===== config.mk =====
export PLATFORM = sky130hd
export DESIGN_NAME = draw_dog
export DESIGN_NICKNAME = d
export VERILOG_FILES = /design/src/rtl/draw_dog.sv
export SDC_FILE = /design/constraint.sdc
export NUM_CORES = 1
export LEC_CHECK = 0
export CAP_MARGIN = 30
export CORE_ASPECT_RATIO = 1.25
export CORE_MARGIN = 2
export CORE_UTILIZATION = 45
export DETAILED_ROUTE_END_ITERATION = 10
export PLACE_DENSITY = 0.65
export SLEW_MARGIN = 20
export SYNTH_ARGS = -nofsm -noshare
export SYNTH_HDL_FRONTEND = slang
export SYNTH_SLANG_ARGS = --single-unit

===== constraint.sdc =====
create_clock -name clk -period 4.9 [get_ports clk]
set_input_delay 0.49 -clock clk [delete_from_list [all_inputs] [get_ports clk]]
set_output_delay 0.49 -clock clk [all_outputs]
set_load 0.02 [all_outputs]

===== src/rtl/draw_dog.sv =====
// Dog sprite stage: walk/sniff/jump animation sequencer plus a 2-clk pixel
// pipeline that overlays the sprite ROM output with colour-key transparency.
module draw_dog #(
  parameter int          SPRITE_W    = 48,
  parameter int          SPRITE_H    = 53,
  parameter int          START_X     = 0,
  parameter int          STOP_X      = 200,
  parameter int          GROUND_Y    = 400,
  parameter int          WALK_STEP   = 4,
  parameter int          ANIM_DIV    = 4,
  parameter int          SNIFF_TICKS = 30,
  parameter int          JUMP_TICKS  = 20,
  parameter int          JUMP_STEP   = 3,
  parameter logic [11:0] TRANSP      = 12'hF0F
) (
  input  logic        clk,
  input  logic        rst_n,
  input  logic        start,
  input  logic [10:0] in_hcount,
  input  logic [10:0] in_vcount,
  input  logic        in_hsync,
  input  logic        in_vsync,
  input  logic        in_hblnk,
  input  logic        in_vblnk,
  input  logic [11:0] in_rgb,
  output logic [12:0] rom_address,
  output logic [3:0]  dog_select,
  input  logic [11:0] rom_rgb,
  output logic [10:0] out_hcount,
  output logic [10:0] out_vcount,
  output logic        out_hsync,
  output logic        out_vsync,
  output logic        out_hblnk,
  output logic        out_vblnk,
  output logic [11:0] out_rgb,
  output logic        busy,
  output logic        done
);

  typedef enum logic [2:0] {IDLE, WALK, SNIFF, JUMP, HIDE} state_t;

  state_t      state, state_nxt;
  logic        vblnk_q, tick;
  logic [10:0] x_pos, y_pos;
  logic        visible;
  logic [7:0]  anim_cnt, tick_cnt;
  logic [11:0] x_step;

  always_comb begin
    tick   = in_vblnk & ~vblnk_q;
    x_step = {1'b0, x_pos} + 12'(WALK_STEP);
  end

  always_ff @(posedge clk or negedge rst_n) begin
    if (!rst_n) vblnk_q <= 1'b0;
    else        vblnk_q <= in_vblnk;
  end

  always_ff @(posedge clk or negedge rst_n) begin
    if (!rst_n) state <= IDLE;
    else        state <= state_nxt;
  end

  always_comb begin
    state_nxt = state;
    case (state)
      IDLE:  if (start) state_nxt = WALK;
      WALK:  if (tick && x_step >= 12'(STOP_X)) state_nxt = SNIFF;
      SNIFF: if (tick && tick_cnt == 8'(SNIFF_TICKS - 1)) state_nxt = JUMP;
      JUMP:  if (tick && tick_cnt == 8'(JUMP_TICKS - 1)) state_nxt = HIDE;
      HIDE:  state_nxt = IDLE;
      default: state_nxt = IDLE;
    endcase
  end

  always_comb begin
    busy = (state != IDLE);
    done = (state == HIDE);
  end

  // Position, frame index and counters only move on frame ticks; a start
  // arriving with a tick in IDLE enters WALK without consuming that tick.
  always_ff @(posedge clk or negedge rst_n) begin
    if (!rst_n) begin
      x_pos      <= 11'(START_X);
      y_pos      <= 11'(GROUND_Y);
      visible    <= 1'b0;
      dog_select <= '0;
      anim_cnt   <= '0;
      tick_cnt   <= '0;
    end else begin
      case (state)
        IDLE: if (start) begin
          x_pos      <= 11'(START_X);
          y_pos      <= 11'(GROUND_Y);
          visible    <= 1'b1;
          dog_select <= '0;
          anim_cnt   <= '0;
          tick_cnt   <= '0;
        end
        WALK: if (tick) begin
          if (x_step >= 12'(STOP_X)) begin
            x_pos      <= 11'(STOP_X);
            dog_select <= 4'd4;
            tick_cnt   <= '0;
          end else begin
            x_pos <= x_step[10:0];
            if (anim_cnt == 8'(ANIM_DIV - 1)) begin
              anim_cnt   <= '0;
              dog_select <= (dog_select == 4'd3) ? 4'd0 : dog_select + 4'd1;
            end else begin
              anim_cnt <= anim_cnt + 8'd1;
            end
          end
        end
        SNIFF: if (tick) begin
          if (tick_cnt == 8'(SNIFF_TICKS - 1)) begin
            dog_select <= 4'd5;
            tick_cnt   <= '0;
          end else begin
            tick_cnt <= tick_cnt + 8'd1;
          end
        end
        JUMP: if (tick) begin
          y_pos    <= y_pos - 11'(JUMP_STEP);
          tick_cnt <= tick_cnt + 8'd1;
          if (tick_cnt + 8'd1 >= 8'(JUMP_TICKS / 2)) dog_select <= 4'd6;
        end
        HIDE: begin
          visible    <= 1'b0;
          dog_select <= '0;
          y_pos      <= 11'(GROUND_Y);
        end
        default: ;
      endcase
    end
  end

  logic        hit;
  logic [10:0] x_rel, y_rel;
  logic [12:0] addr_c;

  // 12-bit compares keep the right/bottom sprite edge from wrapping.
  always_comb begin
    hit = visible &&
          ({1'b0, in_hcount} >= {1'b0, x_pos}) &&
          ({1'b0, in_hcount} <= {1'b0, x_pos} + 12'(SPRITE_W - 1)) &&
          ({1'b0, in_vcount} >= {1'b0, y_pos}) &&
          ({1'b0, in_vcount} <= {1'b0, y_pos} + 12'(SPRITE_H - 1));
    x_rel  = in_hcount - x_pos;
    y_rel  = in_vcount - y_pos;
    addr_c = 13'(y_rel) * 13'(SPRITE_W) + 13'(x_rel);
  end

  logic [10:0] hcount_d, vcount_d;
  logic [3:0]  tim_d;
  logic [11:0] rgb_d, rgb_dd;
  logic        in_sprite, in_sprite_d;

  always_ff @(posedge clk or negedge rst_n) begin
    if (!rst_n) begin
      hcount_d    <= '0;
      vcount_d    <= '0;
      tim_d       <= '0;
      rgb_d       <= '0;
      in_sprite   <= 1'b0;
      rom_address <= '0;
      out_hcount  <= '0;
      out_vcount  <= '0;
      out_hsync   <= 1'b0;
      out_vsync   <= 1'b0;
      out_hblnk   <= 1'b0;
      out_vblnk   <= 1'b0;
      rgb_dd      <= '0;
      in_sprite_d <= 1'b0;
    end else begin
      hcount_d    <= in_hcount;
      vcount_d    <= in_vcount;
      tim_d       <= {in_hsync, in_vsync, in_hblnk, in_vblnk};
      rgb_d       <= in_rgb;
      in_sprite   <= hit;
      rom_address <= hit ? addr_c : '0;
      out_hcount  <= hcount_d;
      out_vcount  <= vcount_d;
      {out_hsync, out_vsync, out_hblnk, out_vblnk} <= tim_d;
      rgb_dd      <= rgb_d;
      in_sprite_d <= in_sprite;
    end
  end

  // rom_rgb arrives in the same cycle as the stage-2 registers, so the
  // final mux stays combinational to hold the 2-clk latency.
  always_comb begin
    out_rgb = (in_sprite_d && rom_rgb != TRANSP) ? rom_rgb : rgb_dd;
  end

endmodule


==> impl_metrics.json <==
{
  "status": "completed",
  "unrepaired_setup_endpoints_after_global_routing": "no",
  "synth_warnings": 0,
  "maxSlewHeadroom": 0.434,
  "critical_path.startpoint_type": "primary input",
  "synth_top_area_share": 0.459,
  "clk_latency_ns": 0.42,
  "wl_um": 15900,
  "critPathRequiredTime_ns": 5.24,
  "floorplan.initialDensity": 0.460,
  "worstHoldPathType": "in2async",
  "fraction_of_synthesis_flops_using_an_asynchronous_set_or_reset_pin": 1.00,
  "gp_congestion": 0.862,
  "grt_max_degree": 95,
  "syn_avg_cell_area_um2": 10.2,
  "layout-drive-gt1-share": 0.0707,
  "critical_path.slowest_cell": "sky130_fd_sc_hd__fa_1",
  "number_of_enable_type_register_cells_in_the_synthesized_netlist": 0,
  "yosys_register_bits": 135,
  "rrSetupSlack_ns": 1.09,
  "layout_common_cells": "sky130_fd_sc_hd__dfrtp_1 (132), sky130_fd_sc_hd__clkdlybuf4s50_1 (108), sky130_fd_sc_hd__ha_1 (65)",
  "drt_first_iter_violations": 263,
  "setup_viol_count_final": 0,
  "hold_viol": 0,
  "die_area_um2": 17000,
  "postCtsHoldBufs": 0,
  "placementRows": 51,
  "totalNegativeSetupSlack_ns": 0,
  "synth_nets": 825,
  "powerDensity_nw_per_um2": 608,
  "timing.critical_path.arrival_ns": 4.19,
  "cts_resized": 0,
  "total_power_mw": 5.53,
  "post_synth_instance_area_um2": 7190,
  "place.detailed.hpwl_um": 12100,
  "power_leakage_nw": 3.98,
  "floorplan.io_pins": 110,
  "first_global_vias": 5675,
  "drt_pre_antenna_iters": 4,
  "synth_seq_area_share": 0.470,
  "finalNetCount": 942,
  "critical_path.endpoint_type": "flip-flop",
  "cp_cell_sequence": "clkdlybuf4s50_1, inv_1, ha_1, inv_1, fa_1, xor2_1, inv_1, fa_1, inv_1, ha_1, a21oi_1, o21ai_0, o31ai_1, a32oi_1, xnor2_1, xnor3_1, nor2_1",
  "htreeDepth": 4,
  "detail_route.wl_per_cell_um": 15.2,
  "cts_root_buf": "sky130_fd_sc_hd__clkbuf_16",
  "cts_sinks": 135,
  "vias_per_cell": 5.34,
  "max-cap-violations": 0,
  "layout_min_cycle_time_ns": 3.85,
  "post_synth_main_area_contributors": "sky130_fd_sc_hd__dfrtp_1 (46%), sky130_fd_sc_hd__ha_1 (11%), sky130_fd_sc_hd__xnor2_1 (4.1%), sky130_fd_sc_hd__o21ai_0 (3.5%), sky130_fd_sc_hd__nand2_1 (2.9%)",
  "num_antenna_cells": 0,
  "cp_max_fo": 3,
  "ys.flop_type": "sky130_fd_sc_hd__dfrtp_1",
  "timing_max_transition_violations_final": 0,
  "maximum_cell_stage_delay_along_the_critical_path_ns": 0.56,
  "crit_path_kind": "in2reg",
  "syn_inst": 704,
  "yosysUniqueCellTypes": 69,
  "finClkSkew_ns": 0.00600,
  "detail-route-antenna-nets": 0,
  "cts.path.max_buffers": 2,
  "floorplan.core_area_um2": 15600,
  "mostFrequentLayoutCell": "sky130_fd_sc_hd__dfrtp_1",
  "clk_pin_slew_worst_paths_ns": 0.06,
  "globalRouteTotalUtil": 0.196,
  "vias": 5581,
  "tritoncts": "done",
  "place.port_buffers": 109,
  "post-route-drc-count": 0,
  "ir_worst_vdd_uv": 378,
  "post_cts_setup_bufs": 0,
  "cts-buffers-inserted": 17,
  "syn2layout_area_growth_pct": 26.5,
  "dpl_cell_area_um2": 8500,
  "worst-slew-pin-transition_ns": 0.849,
  "finalCritPeriodShare": 0.786,
  "die_height_um": 145,
  "critical_path.most_common_cell": "sky130_fd_sc_hd__inv_1",
  "max_freq_mhz": 260,
  "final_cell_area_um2": 9100,
  "grt.overflow.total": 0,
  "grt_antenna_before_repair": 0,
  "die_width_um": 117,
  "post-synth-top-area-cell": "sky130_fd_sc_hd__dfrtp_1",
  "first_pass_grt_wire_length_um": 26600
}
where the power goes:
part           internal [mW]  switching [mW]  total, mW
Combinational           1.29            1.60       2.89
Clock                  0.775           0.475       1.25
Sequential              1.26           0.136       1.39
kinds of logic after synthesis:
| kind of cell | synth area share |
|---|---|
| simple gates | 0.151 |
| mux | 0.0200 |
| buf+inv | 0.0357 |
| xor+xnor | 0.0555 |
| fa+ha+maj | 0.121 |
| flops | 0.470 |
| other cells | 0.00104 |
| compound gates | 0.146 |
per-layer routing:
layer | track usage | up-vias | part of all wire
li1 | - | 2724 | -
met1 | 0.237 | 2694 | 0.43
met2 | 0.334 | 137 | 0.50
met3 | 0.0454 | 26 | 0.050
met4 | 0.0818 | 0 | 0.021
met5 | 0 | - | 0
area by class of cell:
| cell class | instances | area, um^2 |
|---|---|---|
| clock buffers | 21 | 460 |
| clock inverters | 11 | 124 |
| fillers | 1364 | 6540 |
| inverters | 50 | 188 |
| multi-input cells | 505 | 3560 |
| flip-flops and latches | 135 | 3380 |
| well taps | 212 | 265 |
| repair buffers | 112 | 1110 |
state kept, by name, indices dropped and copies added, names as in the netlist, 8 cells and up:
register,count
out_hcount,11
vcount_d,11
y_pos,11
out_vcount,11
hcount_d,11
rom_address,13
x_pos,9
tick_cnt,8
rgb_dd,12
rgb_d,12
anim_cnt,8
through the flow:
stage / util / instances / hold slack (ns) / setup WS [ns]
2_1_floorplan: - / 704 / 0.194 / 1.42
3_3_place_gp: 0.543 / 1013 / 0.332 / 0.738
3_5_place_dp: 0.544 / 1014 / 0.335 / 0.591
4_1_cts: 0.581 / 1046 / 0.185 / 1.04
5_1_grt: 0.582 / 1046 / 0.222 / 0.626
6_report: 0.582 / 1046 / 0.151 / 1.05
final timing paths:
| kind | startpoint | end | depth (start not counted) |
|---|---|---|---|
| min in group clk | vcount_d[3] | out_vcount[3] | 0 |
| setup / recovery | in_vcount[0] | rom_address[12] | 17 |
| setup reg to reg | y_pos[0] | rom_address[12] | 15 |
| max in group asynchronous | rst_n | rgb_d[10] | 2 |
| hold / removal | rst_n | tim_d[1] | 1 |
| hold reg to reg | vcount_d[3] | out_vcount[3] | 0 |
synthesized netlist by cell type (all sizes together) (9+ instances only):
master	n
dfrtp	132
ha	65
nand2	56
nor2	54
inv	50
o21ai	50
xnor2	34
a21oi	30
nand3	22
nor3	17
o31ai	15
a21o	11
mux2	11
nand2b	10
and3	9
buf	9
nor2b	9
xor2	9
worst max-delay path, delay by kind of cell:
family	cells	cell delay (ns)
buf+inv	5	0.70
simple gates	1	0.10
xor+xnor	3	0.69
fa+ha+maj	4	1.45
compound gates	4	0.76
Note: power is estimated with default switching activity, not from simulation.
